<file path="config.mk">
export PLATFORM = sky130hd
export DESIGN_NAME = jtag_tap_controller
export DESIGN_NICKNAME = d
export VERILOG_FILES = /design/src/rtl/jtag_tap_controller.sv
export SDC_FILE = /design/constraint.sdc
export NUM_CORES = 1
export LEC_CHECK = 0
export ABC_AREA = 1
export BUFFER_PORTS_ARGS = -buffer_cell sky130_fd_sc_hd__buf_2
export CAP_MARGIN = 20
export CORE_UTILIZATION = 54
export CTS_CLUSTER_SIZE = 24
export DETAILED_ROUTE_END_ITERATION = 12
export MAX_ROUTING_LAYER = met4
export PLACE_DENSITY_LB_ADDON = 0.1
export SYNTH_ARGS = -nofsm -noshare
export SYNTH_HDL_FRONTEND = slang
export SYNTH_SLANG_ARGS = --single-unit
</file>
<file path="constraint.sdc">
create_clock -name tck -period 3.9 [get_ports tck]
set_input_delay 0.78 -clock tck [delete_from_list [all_inputs] [get_ports tck]]
set_output_delay 0.78 -clock tck [all_outputs]
set_load 0.005 [all_outputs]
</file>
<file path="src/rtl/jtag_tap_controller.sv">
// rtl/jtag_tap_controller.sv - IEEE 1149.1 TAP: 16-state FSM, IR, BYPASS/IDCODE DRs, TDO mux.
// Define JTAG_IDCODE_EN to include the IDCODE data register and opcode.
module jtag_tap_controller #(
  parameter int          IR_WIDTH   = 4,
  parameter logic [31:0] IDCODE_VAL = 32'h1BEE_F0D3
) (
  input  logic                tck,
  input  logic                trst,
  input  logic                tms,
  input  logic                tdi,
  input  logic                bsr_tdo,
  output logic                tdo,
  output logic                tdo_en,
  output logic [IR_WIDTH-1:0] instr,
  output logic [3:0]          tap_state,
  output logic                capture_dr,
  output logic                shift_dr,
  output logic                update_dr,
  output logic                select_bsr
);

  localparam logic [3:0] TLR    = 4'hF, RTI    = 4'hC, SEL_DR = 4'h7, CAP_DR = 4'h6;
  localparam logic [3:0] SH_DR  = 4'h2, EX1_DR = 4'h1, PAU_DR = 4'h3, EX2_DR = 4'h0;
  localparam logic [3:0] UPD_DR = 4'h5, SEL_IR = 4'h4, CAP_IR = 4'hE, SH_IR  = 4'hA;
  localparam logic [3:0] EX1_IR = 4'h9, PAU_IR = 4'hB, EX2_IR = 4'h8, UPD_IR = 4'hD;

  localparam logic [IR_WIDTH-1:0] OP_EXTEST = '0;
  localparam logic [IR_WIDTH-1:0] OP_SAMPLE = IR_WIDTH'(1);
`ifdef JTAG_IDCODE_EN
  localparam logic [IR_WIDTH-1:0] OP_IDCODE  = IR_WIDTH'(2);
  localparam logic [IR_WIDTH-1:0] RESET_INSTR = OP_IDCODE;
`else
  localparam logic [IR_WIDTH-1:0] RESET_INSTR = '1;
`endif

  logic [3:0]          state, next_state;
  logic [IR_WIDTH-1:0] ir_sr;
  logic                bypass;
  logic                is_idcode;
  logic                is_bypass;
  logic                tdo_next;

  always_ff @(posedge tck or negedge trst) begin
    if (!trst) state <= TLR;
    else       state <= next_state;
  end

  always_comb begin
    next_state = state;
    case (state)
      TLR:     next_state = tms ? TLR    : RTI;
      RTI:     next_state = tms ? SEL_DR : RTI;
      SEL_DR:  next_state = tms ? SEL_IR : CAP_DR;
      SEL_IR:  next_state = tms ? TLR    : CAP_IR;
      CAP_DR:  next_state = tms ? EX1_DR : SH_DR;
      SH_DR:   next_state = tms ? EX1_DR : SH_DR;
      EX1_DR:  next_state = tms ? UPD_DR : PAU_DR;
      PAU_DR:  next_state = tms ? EX2_DR : PAU_DR;
      EX2_DR:  next_state = tms ? UPD_DR : SH_DR;
      UPD_DR:  next_state = tms ? SEL_DR : RTI;
      CAP_IR:  next_state = tms ? EX1_IR : SH_IR;
      SH_IR:   next_state = tms ? EX1_IR : SH_IR;
      EX1_IR:  next_state = tms ? UPD_IR : PAU_IR;
      PAU_IR:  next_state = tms ? EX2_IR : PAU_IR;
      EX2_IR:  next_state = tms ? UPD_IR : SH_IR;
      UPD_IR:  next_state = tms ? SEL_DR : RTI;
      default: next_state = TLR;
    endcase
  end

  always_comb begin
    tap_state  = state;
    capture_dr = (state == CAP_DR);
    shift_dr   = (state == SH_DR);
    update_dr  = (state == UPD_DR);
  end

  assign select_bsr = (instr == OP_EXTEST) || (instr == OP_SAMPLE);
`ifdef JTAG_IDCODE_EN
  assign is_idcode = (instr == OP_IDCODE);
`else
  assign is_idcode = 1'b0;
`endif
  assign is_bypass = !select_bsr && !is_idcode;

  // Any path into TLR reloads the default instruction, so a stuck TMS=1 always recovers it.
  always_ff @(posedge tck or negedge trst) begin
    if (!trst) begin
      ir_sr <= '0;
      instr <= RESET_INSTR;
    end else begin
      if (state == CAP_IR)     ir_sr <= IR_WIDTH'(1);
      else if (state == SH_IR) ir_sr <= {tdi, ir_sr[IR_WIDTH-1:1]};
      if (next_state == TLR)   instr <= RESET_INSTR;
      else if (state == UPD_IR) instr <= ir_sr;
    end
  end

  always_ff @(posedge tck or negedge trst) begin
    if (!trst)                                bypass <= 1'b0;
    else if (is_bypass && state == CAP_DR)    bypass <= 1'b0;
    else if (is_bypass && state == SH_DR)     bypass <= tdi;
  end

`ifdef JTAG_IDCODE_EN
  logic [31:0] id_sr;
  always_ff @(posedge tck or negedge trst) begin
    if (!trst)                                id_sr <= '0;
    else if (is_idcode && state == CAP_DR)    id_sr <= IDCODE_VAL;
    else if (is_idcode && state == SH_DR)     id_sr <= {tdi, id_sr[31:1]};
  end
  always_comb begin
    tdo_next = 1'b0;
    if (state == SH_IR)      tdo_next = ir_sr[0];
    else if (state == SH_DR) tdo_next = is_bypass ? bypass : (is_idcode ? id_sr[0] : bsr_tdo);
  end
`else
  logic unused_idcode;
  assign unused_idcode = IDCODE_VAL[0];
  always_comb begin
    tdo_next = 1'b0;
    if (state == SH_IR)      tdo_next = ir_sr[0];
    else if (state == SH_DR) tdo_next = is_bypass ? bypass : bsr_tdo;
  end
`endif

  // TDO changes on the falling edge so the downstream device samples it stable on the rising edge.
  always_ff @(negedge tck or negedge trst) begin
    if (!trst) begin
      tdo    <= 1'b0;
      tdo_en <= 1'b0;
    end else begin
      tdo    <= tdo_next;
      tdo_en <= (state == SH_IR) || (state == SH_DR);
    end
  end

endmodule

</file>
== After elaboration in Yosys (flattened, before gate mapping) ==
Cells that the tools add are included.

* Word-level logic and storage cells: 58
* Register bits after elaboration: 15
* Input bits: 5
* Output and inout bits: 14

* Mux-type cells: 22
* Eq/ne operators: 17
* Reductions and logical operators: 13

{| class="wikitable"
|+ Operator list
! operator !! number
|-
| $pmux 4 s12 || 1
|-
| $eq 4x4->1 const B || 9
|-
| $mux 4 || 5
|-
| $eq 4x3->1 const B || 4
|-
| $mux 2 || 6
|-
| $mux 3 || 4
|-
| $eq 4x1->1 const B || 2
|-
| $eq 4x2->1 const B || 2
|-
| $logic_not 4->1 || 2
|-
| $mux 1 || 6
|-
| $reduce_bool 2->1 || 3
|-
| $reduce_or 2->1 || 2
|-
| $reduce_or 3->1 || 1
|-
| $logic_and 1x1->1 || 2
|-
| $logic_or 1x1->1 || 2
|-
| $logic_not 1->1 || 1
|}

== Longest topological paths before layout ==
Gate-level depths: netlist (run 1).

* Depth in word-level cells: 6
* Gate-level depth with buffers: 10

==> metrics, run 1 <==
outcome completed; element type at the critical path end output port; Detailed Place HPWL ~1200 um; clock sink count 15; synthesized area between 700 and 800 um2; sequential area share after synthesis between 40% and 50%; number of global-route vias before repair 588; Critical Path Fanout Max 1; crit path DAT around 2700 ps; RSZ-0062 raised after global routing no; Initial Util about three fifths; Antenna Cells 0; Layout area overhead 17.6%; post-CTS sizing 0; biggest cell delay along the critical path 390 ps; die height 39.9 um; number of vias per cell 5.11; Slew Limit Fails 0; routed len/inst 11.3 um; global route overflow 0; first-pass GRT wire length 2320 um; clk root buf clkbuf_4; synth warn 0; drc violations 0; R2R cell count 5; Detailed Routing Iterations Pass 1 4; die area around 1600 um2; Slew @ Worst Pin roughly 420 ps; # port buffers 18; Ports 19; post-synthesis cell type count 18; CTS clock-pin slew for the worst setup and hold paths ~90 ps; Seq cells post-synth 15; post-route setup TNS 0 ps; Rows 13; core box area 1320 um2; GRT Total Usage 23.6%; largest net degree at the start of global routing 16; Layout Skew 3.15 ps; worst hold slack 369 ps; Worst path slowest cell dfrtn_1; Crit. path cell count 1; Skew-Pair Late Insertion Delay 290 ps; CP Class flop to output port; Synth Net Count 100; ranking of synthesized cells by area dfstp_2, dfrtp_1, nand2_1, dfrtn_1, nand2_2; final core utilization around 70%; Hold Path Class input port to async pin; CTS Buf Count 3; post-CTS setup buffer count 0; Hold-fix buffers, CTS 0; # Max-Cap Violations 0; CTS tree done; CTS HTree Levels 1; Pwr per Cell Area 856 nW/um2; layout cells sized above 1 between 30 and 40%; Setup violations, final 0; nets@finish about 120; WL final 1490 um; Leak 0.502 nW; CP Data Required Time between 3000 and 4000 ps; Worst slew margin 71.8%; largest area contributor in the synthesized netlist dfstp_2; Bufs and invs on worst path 1; Fin. Hold Viols 0; Worst IR Drop VDD 571 uV; Vias 675; Post-DRT Antenna Nets 0; share of the synthesized area in the top cell type 27.1%; initial antenna violation count 0; cells after synthesis 95; Placer Congestion just over 0.9; syn_area_per_cell 8.17 um2; worst-case clock buffer depth 2; Iteration-0 DRC Markers 22; Setup crit start kind flop; Layout fillers 101; critical path's top delay family flip-flops; cells along the critical path buf_2; die width 39.9 um
[kinds of logic (layout without fill, tap and decap cells)]
kind of cell	Yosys count	after routing	share of synthesized area, %
and+or+nand+nor	52	52	31.9
buffers and inverters	14	36	6.77
DFF	15	15	49.7
AOI/OAI and AO/OA	11	11	7.74
muxes	3	3	3.87
[synth_stat cells, drive strengths merged]
master  count
nand2      30
inv        14
nor2       12
dfstp       8
nand3       6
o21ai       6
dfrtp       5
a21oi       3
mux2i       3
nor3        3
dfrtn       2
nand4       1
o22a        1
o22ai       1
[state kept, by name (all words and copies together), names as in the netlist]
name,cells
bypass,1
instr,4
ir_sr,4
tap_state,4
tdo,1
tdo_en,1
[per-stage QoR]
stage                     worst slack, ps  cell area [um2]  std cells  total power, mW
after floorplan                       788              776         95            0.579
after global placement                670              885        128            0.683
after detailed placement              643              885        128            0.695
after CTS                             386              912        132            0.788
after global routing                  348              912        132            0.855
final                                 391              912        132            0.781
[area by class of cell]
class	count	area (um2)	area share (%)
Sequential cell	15	385	42.2
Multi-Input combinational cell	66	338	37.0
Timing Repair Buffer	18	90.1	9.88
Inverter	14	52.6	5.76
Clock buffer	3	22.5	2.47
Tap cell	15	18.8	2.06
Clock inverter	1	5.00	0.549
[routing by layer]
metal  global-route usage (%)  vias up  share of wire, %
li1                         -      346                 -
met1                     26.9      308                46
met2                     37.9       16                48
met3                     3.41        5               3.0
met4                     15.5        0               2.8
met5                        -        -                 0
[worst paths after layout]
kind,start,to,slack (ps)
min in group tck,ir_sr[2]$_DFFE_PN0N_,instr[2]$_DFFE_PN1P_,520
hold / removal,trst,ir_sr[0]$_DFFE_PN0N_,370
hold reg to reg,ir_sr[2]$_DFFE_PN0N_,instr[2]$_DFFE_PN1P_,520
max in group asynchronous,trst,tdo_en$_DFF_NN0_,1430
setup reg to reg,tap_state[0]$_DFF_PN1_,tdo$_DFF_NN0_,720
setup / recovery,tdo$_DFF_NN0_,tdo,390
[cells in the final DEF, fill, tap and decap left out]
cell	count
mux2i_1	3
o22ai_1	1
nand3_1	6
nor3_1	3
a21oi_1	3
nand2_1	22
o22a_1	1
nand4_2	1
inv_1	10
dfrtp_1	5
clkbuf_4	3
nor2_1	9
dfrtn_1	2
nand2_2	8
o21ai_0	6
nor2_2	2
clkinv_2	1
inv_2	4
dfstp_2	8
nor2_4	1
buf_2	18
[report_power, final]
| part | total (mW) | leakage, nW | switching (mW) | internal, mW |
|---|---|---|---|---|
| clock | 0.0894 | 0.0177 | 0.0512 | 0.0382 |
| combinational | 0.362 | 0.308 | 0.218 | 0.144 |
| sequential | 0.329 | 0.176 | 0.0685 | 0.261 |
| total | 0.781 | 0.502 | 0.338 | 0.443 |
[worst reg2reg max path, cell delays in order, from the launching register on]
cell,delay (ps)
dfstp_2,580
inv_1,80
nand2_2,140
inv_2,60
nand2_1,120
o21ai_0,100
Note: power is estimated with default switching activity, not from simulation.
==> inputs of run 2 (changes only) <==
--- a/config.mk
+++ b/config.mk
@@ -8,10 +8,9 @@
 export ABC_AREA = 1
 export BUFFER_PORTS_ARGS = -buffer_cell sky130_fd_sc_hd__buf_2
 export CAP_MARGIN = 20
-export CORE_UTILIZATION = 54
+export CORE_UTILIZATION = 50
 export CTS_CLUSTER_SIZE = 24
 export DETAILED_ROUTE_END_ITERATION = 12
-export MAX_ROUTING_LAYER = met4
 export PLACE_DENSITY_LB_ADDON = 0.1
 export SYNTH_ARGS = -nofsm -noshare
 export SYNTH_HDL_FRONTEND = slang
==> constraint.sdc (replaced) <==
create_clock -name tck -period 3.7 [get_ports tck]
set_input_delay 0.74 -clock tck [delete_from_list [all_inputs] [get_ports tck]]
set_output_delay 0.74 -clock tck [all_outputs]
set_load 0.005 [all_outputs]
==> run 2 against run 1 <==
Sequential power up 6.1%; highest routed layer unchanged; via count is 3.9% higher; critical endpoint is now tdo_en; register-to-register slack lost 120 ps; core utilization down 2.6 points; sequential share of layout area is 0.058 points higher; combinational power increased by 6.6%; hold slack got worse by 35 ps; clock skew is 2.1 ps higher; setup slack got worse by 53 ps.
==> metrics, run 2 (synthesis results as in run 1) <==
Hold-fix buffers, CTS 0 (unchanged); Pwr per Cell Area 910 nW/um2 (was 856 nW/um2); biggest cell delay along the critical path 390 ps (about the same); CTS HTree Levels 1 (unchanged); met1 Use GR 32.6% (was 26.9%); core box area 1370 um2 (was 1320 um2); die height 41.4 um (was 39.9 um); clk root buf clkbuf_4 (unchanged); global route overflow 0 (unchanged); clock sink count 15 (unchanged); Worst path slowest cell dfrtn_1 (unchanged); Detailed Routing Iterations Pass 1 4 (unchanged); layer with the highest usage met2 (unchanged); Layout area overhead 17.4% (was 17.6%); cells along the critical path buf_2 (unchanged); die width 41.4 um (was 39.9 um); Slew @ Worst Pin 416 ps (was 420 ps); CTS Buf Count 3 (unchanged); initial antenna violation count 0 (unchanged); Placer Congestion 0.977 (was 0.929); met2 Use GR 36.7% (was 37.9%); Slew Limit Fails 0 (unchanged); worst setup path startpoint tdo_en$_DFF_NN0_ (was tdo$_DFF_NN0_); Vias 701 (was 675); outcome completed (unchanged); element type at the critical path end output port (unchanged); reg2reg end tdo$_DFF_NN0_ (unchanged); drc violations 0 (unchanged); post-route setup TNS 0 ps (unchanged); Detailed Place HPWL 1250 um (was 1160 um); Fin. Hold Viols 0 (unchanged); Setup crit start kind flop (unchanged); # Max-Cap Violations 0 (unchanged); layout cells sized above 1 38.5% (was 39.3%); GR Util met3 5.32% (was 3.41%); post-CTS sizing 0 (unchanged); first-pass GRT wire length 2570 um (was 2320 um); Worst IR Drop VDD 552 uV (was 571 uV); Final Power 0.829 mW (was 0.781 mW); Layout Skew 5.30 ps (was 3.15 ps); area occupied by multi-input gates 338 um2 (unchanged); most common cell after layout, fill and taps aside nand2_1 (unchanged); Layout fillers 116 (was 101); Post-DRT Antenna Nets 0 (unchanged); routed len/inst 11.9 um (was 11.3 um); CP Class flop to output port (unchanged); post-CTS setup buffer count 0 (unchanged); Hold Path Class input port to async pin (unchanged); CTS clock-pin slew for the worst setup and hold paths 90 ps (about the same); Critical Path Fanout Max 1 (unchanged); RSZ-0062 raised after global routing no (unchanged); most frequent cells in the layout nand2_1, buf_2, inv_1 (unchanged); worst-case clock buffer depth 2 (unchanged); die area 1710 um2 (was 1590 um2); # port buffers 18 (unchanged); CTS tree done (unchanged); Ports 19 (unchanged); number of vias per cell 5.31 (was 5.11); critical path's top delay family flip-flops (unchanged); Initial Util 56.8% (was 58.9%); crit path capture tdo_en (was tdo); CP Data Required Time 2960 ps (was 3120 ps); Leak 0.499 nW (was 0.502 nW); crit path DAT 2620 ps (was 2730 ps); R2R cell count 5 (unchanged); Worst slew margin 72.1% (was 71.8%); Rows 13 (unchanged); R2R Path Start tap_state[0]$_DFF_PN1_ (unchanged); FF/Latch Area 385 um2 (unchanged); GRT Total Usage 23.6% (about the same); Setup violations, final 0 (unchanged); WL final 1580 um (was 1490 um); largest net degree at the start of global routing 16 (unchanged); Iteration-0 DRC Markers 18 (was 22); register-to-register setup slack 600 ps (was 720 ps); Crit. path cell count 1 (unchanged); Antenna Cells 0 (unchanged); Bufs and invs on worst path 1 (unchanged); number of global-route vias before repair 601 (was 588); nets@finish 123 (unchanged); Skew-Pair Late Insertion Delay 280 ps (was 290 ps)
run 2: final cells by class:
| cell class | count | area share [%] |
|---|---|---|
| Inverter | 14 | 5.77 |
| Tap cell | 15 | 2.06 |
| Clock buffer | 4 | 2.88 |
| Timing Repair Buffer | 18 | 9.89 |
| Sequential cell | 15 | 42.3 |
| Multi-Input combinational cell | 66 | 37.1 |
run 2: where the power goes:
part           switching (mW)  internal (mW)  leakage, nW
combinational           0.235          0.151        0.308
clock                  0.0521         0.0418       0.0150
sequential             0.0739          0.275        0.176
total                   0.361          0.468        0.499
run 2: worst min-delay path by stage:
| stage | startpoint | end | slack (ps) | cells past startpoint |
|---|---|---|---|---|
| 2_1_floorplan | trst | bypass$_DFFE_PN0P_ | 440 | 0 |
| 3_3_place_gp | ir_sr[2]$_DFFE_PN0N_ | instr[2]$_DFFE_PN1P_ | 480 | 2 |
| 3_5_place_dp | ir_sr[2]$_DFFE_PN0N_ | instr[2]$_DFFE_PN1P_ | 480 | 2 |
| 4_1_cts | trst | ir_sr[3]$_DFFE_PN0N_ | 350 | 1 |
| 5_1_grt | trst | ir_sr[0]$_DFFE_PN0N_ | 370 | 1 |
| 6_report | trst | ir_sr[0]$_DFFE_PN0N_ | 330 | 1 |
run 2: per-stage QoR:
stage	hold WS [ps]	util [%]	std cells	setup WS [ps]	cell area, um2
after global routing	367	66.7	132	284	911
after CTS	351	66.7	132	332	911
after global placement	484	64.7	128	617	885
after floorplan	444	-	95	728	776
after detailed placement	484	64.7	128	576	885
final	335	66.7	132	338	911
run 2: per-layer routing:
metal / vias up / routed length [um]
met5: - / 0
met4: 0 / 10
met3: 3 / 102
met2: 29 / 719
met1: 322 / 743
li1: 347 / -
run 2: worst register-to-register path: stages (launching register included):
cell and delay [ps]:
dfstp_2 580, inv_1 80, nand2_2 150, inv_2 70, nand2_1 130, o21ai_0 90
==> inputs of run 3 (changes only) <==
--- a/config.mk
+++ b/config.mk
@@ -8,10 +8,12 @@
 export ABC_AREA = 1
 export BUFFER_PORTS_ARGS = -buffer_cell sky130_fd_sc_hd__buf_2
 export CAP_MARGIN = 20
-export CORE_UTILIZATION = 50
+export CORE_UTILIZATION = 53
+export CTS_BUF_LIST = sky130_fd_sc_hd__clkbuf_4
 export CTS_CLUSTER_SIZE = 24
 export DETAILED_ROUTE_END_ITERATION = 12
 export PLACE_DENSITY_LB_ADDON = 0.1
+export SLEW_MARGIN = 0
 export SYNTH_ARGS = -nofsm -noshare
 export SYNTH_HDL_FRONTEND = slang
 export SYNTH_SLANG_ARGS = --single-unit
==> constraint.sdc (replaced) <==
create_clock -name tck -period 3.7 [get_ports tck]
set_input_delay 0.74 -clock tck [delete_from_list [all_inputs] [get_ports tck]]
set_output_delay 0.74 -clock tck [all_outputs]
set_load 0.01 [all_outputs]
==> run 3 against run 2 <==
Setup slack got worse by 17 ps; sequential power barely moved; wire length fell by 6.4%; sequential share of layout area fell by 0.058 points; non-clock buffer count did not move; final area rose by 0.14%; sequential cell count did not move; critical path depth did not move; cell count did not move; core utilization rose by 1.7 points; hold slack got worse by 10 ps; largest cell class unchanged; largest power group unchanged.
==> metrics, run 3 (synthesis results as in run 1) <==
outcome completed (unchanged); layout cells sized above 1 39.3% (was 38.5%); # Max-Cap Violations 0 (unchanged); Pwr per Cell Area 927 nW/um2 (was 910 nW/um2); number of global-route vias before repair 494 (was 601); worst-case clock buffer depth 2 (unchanged); CTS Buf Count 3 (unchanged); clock sink count 15 (unchanged); Fin. Hold Viols 0 (unchanged); Vias 674 (was 701); register-to-register setup slack 640 ps (was 600 ps); Slew Limit Fails 0 (unchanged); Detailed Routing Iterations Pass 1 4 (unchanged); most common cell after layout, fill and taps aside nand2_1 (unchanged); Bufs and invs on worst path 1 (unchanged); Setup crit start kind flop (unchanged); Layout area overhead 17.6% (was 17.4%); Skew-Pair Late Insertion Delay 290 ps (was 280 ps); nets@finish 123 (unchanged); Initial Util 58.2% (was 56.8%); Placer Congestion 0.925 (was 0.977); die area 1620 um2 (was 1710 um2); Hold-fix buffers, CTS 0 (unchanged); post-route setup TNS 0 ps (unchanged); routed len/inst 11.2 um (was 11.9 um); Iteration-0 DRC Markers 13 (was 18); Hold Path Class input port to async pin (unchanged); post-CTS setup buffer count 0 (unchanged); RSZ-0062 raised after global routing no (unchanged); initial antenna violation count 0 (unchanged); Setup violations, final 0 (unchanged); Critical Path Fanout Max 1 (unchanged); # port buffers 18 (unchanged); CTS tree done (unchanged); Layout fillers 111 (was 116); Rows 13 (unchanged); global route overflow 0 (unchanged); largest net degree at the start of global routing 16 (unchanged); post-CTS sizing 0 (unchanged); Worst IR Drop VDD 442 uV (was 552 uV); CP Class flop to output port (unchanged); WL final 1470 um (was 1580 um); first-pass GRT wire length 2210 um (was 2570 um); CTS clock-pin slew for the worst setup and hold paths 90 ps (about the same); element type at the critical path end output port (unchanged); Detailed Place HPWL 1150 um (was 1250 um); Worst path slowest cell dfrtn_1 (unchanged); Worst slew margin 71.6% (was 72.1%); biggest cell delay along the critical path 380 ps (was 390 ps); pre-CTS WS 603 ps (was 576 ps); Leak 0.502 nW (was 0.499 nW); post-route setup slack 321 ps (was 338 ps); CTS HTree Levels 1 (unchanged); most frequent cells in the layout nand2_1, buf_2, inv_1 (unchanged); Ports 19 (unchanged); Post-DRT Antenna Nets 0 (unchanged); die height 40.3 um (was 41.4 um); GRT Total Usage 21.4% (was 23.6%); Layout Skew 5.29 ps (was 5.30 ps); core box area 1330 um2 (was 1370 um2); Slew @ Worst Pin 422 ps (was 416 ps); clk root buf clkbuf_4 (unchanged); crit path DAT 2640 ps (was 2620 ps); critical path's top delay family flip-flops (unchanged); number of vias per cell 5.11 (was 5.31); drc violations 0 (unchanged); Antenna Cells 0 (unchanged); die width 40.3 um (was 41.4 um); cells along the critical path buf_2 (unchanged); CP Data Required Time 2960 ps (about the same)
[run 3: routing by layer]
| metal | track usage [%] | up-vias | wire, um | part of all wire [%] |
|---|---|---|---|---|
| met5 | 0 | - | 0 | 0 |
| met4 | 7.50 | 0 | 10 | 0.68 |
| met3 | 6.67 | 2 | 76 | 5.2 |
| met2 | 29.0 | 21 | 668 | 45 |
| met1 | 31.6 | 306 | 719 | 49 |
| li1 | - | 345 | - | - |
[run 3: layout make-up]
| type | instances | area, um2 | share of cell area [%] |
|---|---|---|---|
| clock buffer | 3 | 22.5 | 2.47 |
| clock inverter | 1 | 5.00 | 0.549 |
| multi-input combinational | 66 | 338 | 37.0 |
| inverter | 14 | 52.6 | 5.76 |
| tap | 15 | 18.8 | 2.06 |
| sequential | 15 | 385 | 42.2 |
| timing repair buffer | 18 | 90.1 | 9.88 |
[run 3: stage by stage]
stage	power, mW	instance area, um2	util (%)	hold WS, ps	instances
2_1_floorplan	0.634	776	-	444	95
3_3_place_gp	0.745	885	66.3	480	128
3_5_place_dp	0.757	885	66.3	496	128
4_1_cts	0.851	912	68.4	337	132
5_1_grt	0.931	912	68.4	349	132
6_report	0.846	912	68.4	324	132
[run 3: report_power, final]
group	internal (mW)	switching, mW
clock network	0.0402	0.0546
logic	0.153	0.252
registers	0.275	0.0718
total	0.468	0.378
[run 3: path summary, 6_finish.rpt]
path                                         from              endpoint  cells after the start
setup / recovery                 tdo_en$_DFF_NN0_                tdo_en                      1
min in group tck             ir_sr[3]$_DFFE_PN0N_  instr[3]$_DFFE_PN1P_                      2
hold / removal                               trst    bypass$_DFFE_PN0P_                      1
hold reg to reg              ir_sr[3]$_DFFE_PN0N_  instr[3]$_DFFE_PN1P_                      2
setup reg to reg           tap_state[0]$_DFF_PN1_         tdo$_DFF_NN0_                      5
max in group asynchronous                    trst         tdo$_DFF_NN0_                      1
